--- config.mk ---
export PLATFORM = sky130hd
export DESIGN_NAME = log_ctrl
export DESIGN_NICKNAME = d
export VERILOG_FILES = /design/src/rtl/log_ctrl.sv
export SDC_FILE = /design/constraint.sdc
export NUM_CORES = 1
export LEC_CHECK = 0
export ABC_AREA = 1
export ABC_CLOCK_PERIOD_IN_PS = 1500
export CAP_MARGIN = 5
export CORE_AREA = 3 3 133 186
export DETAILED_ROUTE_END_ITERATION = 8
export DIE_AREA = 0 0 136 189
export MAX_ROUTING_LAYER = met4
export PLACE_DENSITY = 0.87
export SLEW_MARGIN = 10
export SYNTH_ARGS = -nofsm -noshare
export SYNTH_HDL_FRONTEND = slang
export SYNTH_SLANG_ARGS = --single-unit
--- constraint.sdc ---
create_clock -name clk -period 1.5 [get_ports clk]
set_input_delay 0.3 -clock clk [delete_from_list [all_inputs] [get_ports clk]]
set_output_delay 0.3 -clock clk [all_outputs]
set_load 0.005 [all_outputs]
--- src/rtl/log_ctrl.sv ---
// Link event log sequencer: qualifies handshake activity into log entries, writes them
// into a circular RAM buffer, freezes after a trigger or stop, then streams oldest-first.
module log_ctrl #(
    parameter int unsigned DATA_SIZE = 32,
    parameter int unsigned TAG_SIZE  = 8,
    parameter int unsigned MEM_DEPTH = 256,
    parameter int unsigned POST_TRIG = 64,
    localparam int unsigned ENTRY_W  = 4 + 2 * DATA_SIZE + TAG_SIZE,
    localparam int unsigned AW       = $clog2(MEM_DEPTH)
) (
    input  logic                          clk,
    input  logic                          reset,
    input  logic                          arm_in,
    input  logic                          stop_in,
    input  logic                          parity_error_in,
    input  logic                          host_data_ready_in,
    input  logic                          network_data_ready_in,
    input  logic                          network_ack_in,
    input  logic [DATA_SIZE-1:0]          host_data_in,
    input  logic [DATA_SIZE+TAG_SIZE-1:0] ndt_in,
    output logic                          wr_en_out,
    output logic [AW-1:0]                 wr_addr_out,
    output logic [ENTRY_W-1:0]            wr_data_out,
    output logic                          rd_en_out,
    output logic [AW-1:0]                 rd_addr_out,
    input  logic [ENTRY_W-1:0]            rd_data_in,
    input  logic                          rd_start_in,
    output logic                          log_valid_out,
    output logic [ENTRY_W-1:0]            log_data_out,
    input  logic                          log_ready_in,
    output logic [2:0]                    state_out,
    output logic [AW:0]                   count_out,
    output logic [AW-1:0]                 trig_addr_out,
    output logic                          triggered_out
);

    typedef enum logic [2:0] {
        StIdle    = 3'd0,
        StArmed   = 3'd1,
        StTrig    = 3'd2,
        StDone    = 3'd3,
        StRead    = 3'd4,
        StWait    = 3'd5,
        StPresent = 3'd6
    } state_e;

    localparam logic [AW:0]   CNT_ONE   = (AW + 1)'(1);
    localparam logic [AW:0]   DEPTH_W   = (AW + 1)'(MEM_DEPTH);
    localparam logic [AW:0]   POST_LAST = (AW + 1)'(POST_TRIG);
    localparam logic [AW-1:0] PTR_ONE   = AW'(1);

    state_e               r_state;
    state_e               w_state_d;
    logic [AW-1:0]        r_wr_ptr;
    logic [AW-1:0]        r_rd_ptr;
    logic [AW:0]          r_count;
    logic [AW:0]          r_post;
    logic [AW:0]          r_remaining;
    logic [AW-1:0]        r_trig_addr;
    logic                 r_triggered;
    logic                 r_wr_en;
    logic [AW-1:0]        r_wr_addr;
    logic [ENTRY_W-1:0]   r_wr_data;
    logic                 r_log_valid;
    logic [ENTRY_W-1:0]   r_log_data;

    logic w_qual;
    logic w_write;
    logic w_trig;
    logic w_fire;

    assign w_qual = parity_error_in | host_data_ready_in | network_data_ready_in | network_ack_in;

    always_comb begin
        w_state_d = r_state;
        w_write   = 1'b0;
        w_trig    = 1'b0;
        w_fire    = 1'b0;
        unique case (r_state)
            StIdle: begin
                if (arm_in) w_state_d = StArmed;
            end
            StArmed: begin
                // stop wins over a simultaneous trigger: nothing is written
                if (stop_in) begin
                    w_state_d = StDone;
                end else if (w_qual) begin
                    w_write = 1'b1;
                    if (parity_error_in) begin
                        w_trig = 1'b1;
                        if (POST_TRIG == 0) begin
                            w_fire    = 1'b1;
                            w_state_d = StDone;
                        end else begin
                            w_state_d = StTrig;
                        end
                    end
                end
            end
            StTrig: begin
                if (stop_in) begin
                    w_state_d = StDone;
                end else if (w_qual) begin
                    w_write = 1'b1;
                    if ((r_post + CNT_ONE) == POST_LAST) begin
                        w_fire    = 1'b1;
                        w_state_d = StDone;
                    end
                end
            end
            StDone: begin
                if (rd_start_in) w_state_d = (r_count != '0) ? StRead : StIdle;
            end
            StRead:  w_state_d = StWait;
            StWait:  w_state_d = StPresent;
            StPresent: begin
                if (log_ready_in) w_state_d = (r_remaining == CNT_ONE) ? StIdle : StRead;
            end
            default: w_state_d = StIdle;
        endcase
    end

    always_ff @(posedge clk or negedge reset) begin
        if (!reset) r_state <= StIdle;
        else        r_state <= w_state_d;
    end

    always_ff @(posedge clk or negedge reset) begin
        if (!reset) begin
            r_wr_ptr    <= '0;
            r_rd_ptr    <= '0;
            r_count     <= '0;
            r_post      <= '0;
            r_remaining <= '0;
            r_trig_addr <= '0;
            r_triggered <= 1'b0;
            r_wr_en     <= 1'b0;
            r_wr_addr   <= '0;
            r_wr_data   <= '0;
            r_log_valid <= 1'b0;
            r_log_data  <= '0;
        end else begin
            r_wr_en <= w_write;
            if (w_write) begin
                r_wr_addr <= r_wr_ptr;
                r_wr_data <= {parity_error_in, host_data_ready_in, network_data_ready_in,
                              network_ack_in, host_data_in, ndt_in};
                r_wr_ptr  <= r_wr_ptr + PTR_ONE;
                if (r_count != DEPTH_W) r_count <= r_count + CNT_ONE;
                if (r_state == StTrig) r_post <= r_post + CNT_ONE;
            end
            if (w_trig) r_trig_addr <= r_wr_ptr;
            if (w_fire) r_triggered <= 1'b1;

            if (r_state == StIdle && arm_in) begin
                r_wr_ptr    <= '0;
                r_count     <= '0;
                r_post      <= '0;
                r_triggered <= 1'b0;
            end

            // A full buffer has wrapped, so the oldest entry sits at the write pointer
            if (r_state == StDone && rd_start_in && r_count != '0) begin
                r_rd_ptr    <= (r_count == DEPTH_W) ? r_wr_ptr : '0;
                r_remaining <= r_count;
            end

            if (r_state == StWait) begin
                r_log_data  <= rd_data_in;
                r_log_valid <= 1'b1;
            end

            if (r_state == StPresent && log_ready_in) begin
                r_log_valid <= 1'b0;
                r_rd_ptr    <= r_rd_ptr + PTR_ONE;
                r_remaining <= r_remaining - CNT_ONE;
                if (r_remaining == CNT_ONE) r_count <= '0;
            end
        end
    end

    assign wr_en_out     = r_wr_en;
    assign wr_addr_out   = r_wr_addr;
    assign wr_data_out   = r_wr_data;
    assign rd_en_out     = (r_state == StRead);
    assign rd_addr_out   = r_rd_ptr;
    assign log_valid_out = r_log_valid;
    assign log_data_out  = r_log_data;
    assign state_out     = r_state;
    assign count_out     = r_count;
    assign trig_addr_out = r_trig_addr;
    assign triggered_out = r_triggered;

endmodule

==> results.cfg <==
[yosys]
syn_nets = 1102
yosysWarnings = 0
synth_ff_type = dfrtp_1
syn_avg_cell_area_um2 = 9.823
ys_seq_elements = 217
yosysSeqAreaShare_pct = 59.00
syn-cell-area_mm2 = 0.009204
netlist_instances = 937
async_flop_share_pct = 100.0
yosysUniqueCellTypes = 37
synth-edff-count = 0

[layout]
final_cells = 1826
fin_area_mm2 = 0.01684
area_growth_pct = 82.92
fin_nets = 1667
drive_gt1_share_pct = 37.73

[critical_path]
max_stage_delay_ns = 0.39
crit_path_end_kind = flip-flop
reg2reg_depth = 10
crit_fanout = 13
crit_top_cell = buf_6
worst_setup_path_start_kind = flip-flop
reg2reg_setup_slack_ns = -0.43
path_class = reg -> reg
cp_slowest_cell = dfrtp_2
rr_startpoint = state_out[1]
rr_endpoint = rd_addr_out[2]
required_ns = 1.95
cp_cell_sequence = buf_6 -> buf_6 -> buf_6 -> nand3_4 -> nor2_4 -> buf_4 -> o21ai_0 -> o22ai_2 -> nand2_2 -> nand2_1
crit_arrival_ns = 2.38

[die]
rows = 66
die_width_um = 136
die_h_um = 189
start_util_pct = 39.52
core-area_mm2 = 0.02329
die-area_mm2 = 0.02570
ios = 350

[place]
placed_area_mm2 = 0.01379
place_congestion = 0.8886
port_buffers = 349
dp_cells = 1656
hpwl_mm = 22.41

[hold_path]
hold_class = in -> async

[pwr]
vdd_drop_max_v = 0.001446
power.total_w = 0.03335
p_leak_nw = 8.217
powerDensity_mw_per_mm2 = 1981

[grt]
antenna_found_initial = 4
grt_max_degree = 42
grt_pass1_vias = 9955
grt_use_met3_pct = 7.576
top_usage_layer = met2
grt_overflow = 0
grt_pass1_wl_mm = 54.70
grt_usage_pct = 27.94
grt_util_met2_pct = 49.26
grt_use_met1_pct = 29.59

[route]
drt-pass1-iter-count = 7
vias = 9781
vias_per_cell = 5.357
dr.first_iter.drc_count = 736
drc = 0
wire_per_inst_um = 22.17
postRouteAntennaNets = 0
wirelength_mm = 40.49

[sta]
skew_ns = 0.01478
hold_viol = 0
period_share_pct = 128.8
layout_min_cycle_time_ns = 1.933
fmax_mhz = 517.4
fin_ws_ns = -0.4327
finalSetupViolations = 223
rsz0062_at_grt = yes
slew_headroom_pct = 70.83
worst_pin_slew_ns = 0.4330
holdWs_ns = 0.2809
slew_violations = 0

[clock_tree]
cts.sinks = 217
clk_pin_slew_ns = 0.08
numCtsBuffers = 22
cts_tree = built
clockRootBuffer = clkbuf_16
ctsLongestPathBuffers = 3
htreeDepth = 1
clock_latency_ns = 0.52

[status]
violations = setup timing
status = finished with violations

[job]
max_cap_violations = 0
[synth_stat cells (all sizes together) (2+ instances only)]
library cell  instances  area (um^2)
nand3                34        207.7
o211ai                3        32.53
nand2               347         1323
a21oi                14        70.07
nor3                 10        50.05
a211oi                4        45.05
mux2                 76        855.8
inv                  60        225.2
xnor2                 2        17.52
nand3b                2        15.01
buf                  30        176.4
clkbuf                3        11.26
o21ai                52        260.3
or2                   2        12.51
ha                    7        87.58
xor2                  8        70.07
o22ai                 6        37.54
dfrtp               217         5430
nand4                 7        43.79
nor2                 49        196.4
[worst max-delay path: cells and delay by family, from the launching register on]
kind                   cells  cell delay [ns]
buffers and inverters      4             0.57
and+or+nand+nor            4             0.46
AOI/OAI and AO/OA          2             0.45
DFF                        1             0.39
[area by class of cell]
class	count	area, um^2
multi-input cells	628	4239
inverters	60	261.5
fillers	1419	6451
diodes	4	10.01
well taps	306	382.9
clock buffers	34	676.9
flip-flops and latches	217	5436
repair buffers	573	5759
clock inverters	4	70.07
[cell usage in the layout, fill, tap and decap left out, types with 20 or more instances in the layout]
| cell type | instances |
|---|---|
| buf_12 | 20 |
| buf_4 | 135 |
| buf_6 | 53 |
| clkbuf_16 | 31 |
| clkdlybuf4s15_1 | 69 |
| clkdlybuf4s50_1 | 156 |
| dfrtp_1 | 212 |
| dlygate4sd2_1 | 104 |
| inv_1 | 41 |
| mux2_2 | 72 |
| nand2_1 | 239 |
| nand2_2 | 81 |
| nand2_4 | 25 |
| nor2_1 | 24 |
| o21ai_1 | 20 |
[how the worst max path moves through the flow]
stage | startpoint | endpoint | cells after the start
detailed placement | parity_error_in | wr_data_out[38] | 8
global placement | parity_error_in | wr_data_out[52] | 8
global route | rd_addr_out[2] | rd_addr_out[5] | 9
CTS | state_out[1] | rd_en_out | 5
finish | state_out[1] | rd_addr_out[2] | 10
floorplan | count_out[0] | r_remaining[6] | 9
[registers in the layout, indices dropped and copies added (netlist names)]
signal	cells
state_out	3
log_valid_out	1
count_out	9
r_post	9
wr_en_out	1
triggered_out	1
r_wr_ptr	8
rd_addr_out	8
trig_addr_out	8
wr_data_out	76
r_remaining	9
log_data_out	76
wr_addr_out	8
[metal layers]
| layer | vias to the layer above | wire [um] |
|---|---|---|
| met4 | 0 | 2334 |
| met5 | - | 0 |
| met1 | 4772 | 13610 |
| met3 | 187 | 3746 |
| met2 | 658 | 20790 |
| li1 | 4164 | - |
[report_power, final]
part	switching [W]	internal, W	total [W]
Combinational	0.00807	0.00927	0.0173
Clock	0.00241	0.00344	0.00585
Sequential	0.00165	0.00851	0.0102
[per-stage QoR]
| step | setup TNS, ns | util [%] | worst slack (ns) |
|---|---|---|---|
| after CTS | -27.62 | 68.43 | -0.2024 |
| after detailed placement | -43.24 | 59.20 | -0.4256 |
| after floorplan | -0.07992 | - | -0.01576 |
| after global routing | -56.22 | 72.30 | -0.6060 |
| after global placement | -34.00 | 59.20 | -0.3361 |
| final | -47.64 | 72.30 | -0.4327 |
[cells by family (layout without fill, tap and decap cells)]
| logic type | after synthesis | after routing | synth area share [%] |
|---|---|---|---|
| compound gates | 81 | 81 | 5.017 |
| simple gates | 453 | 454 | 20.30 |
| xor+xnor | 10 | 10 | 0.9517 |
| fa+ha+maj | 7 | 7 | 0.9516 |
| mux | 76 | 76 | 9.299 |
| buf+inv | 93 | 671 | 4.486 |
| flops | 217 | 217 | 59.00 |
| other cells | 0 | 4 | 0 |
[timing repair]
item	CTS	global route
pin swaps	40	46
gates resized for setup	464	245
buffers inserted	92	33
gates cloned	12	11
setup endpoints to repair	394	292
endpoints found under the hold margin	31	0
hold buffers	1	0
Power figures use the tool's default switching activity.
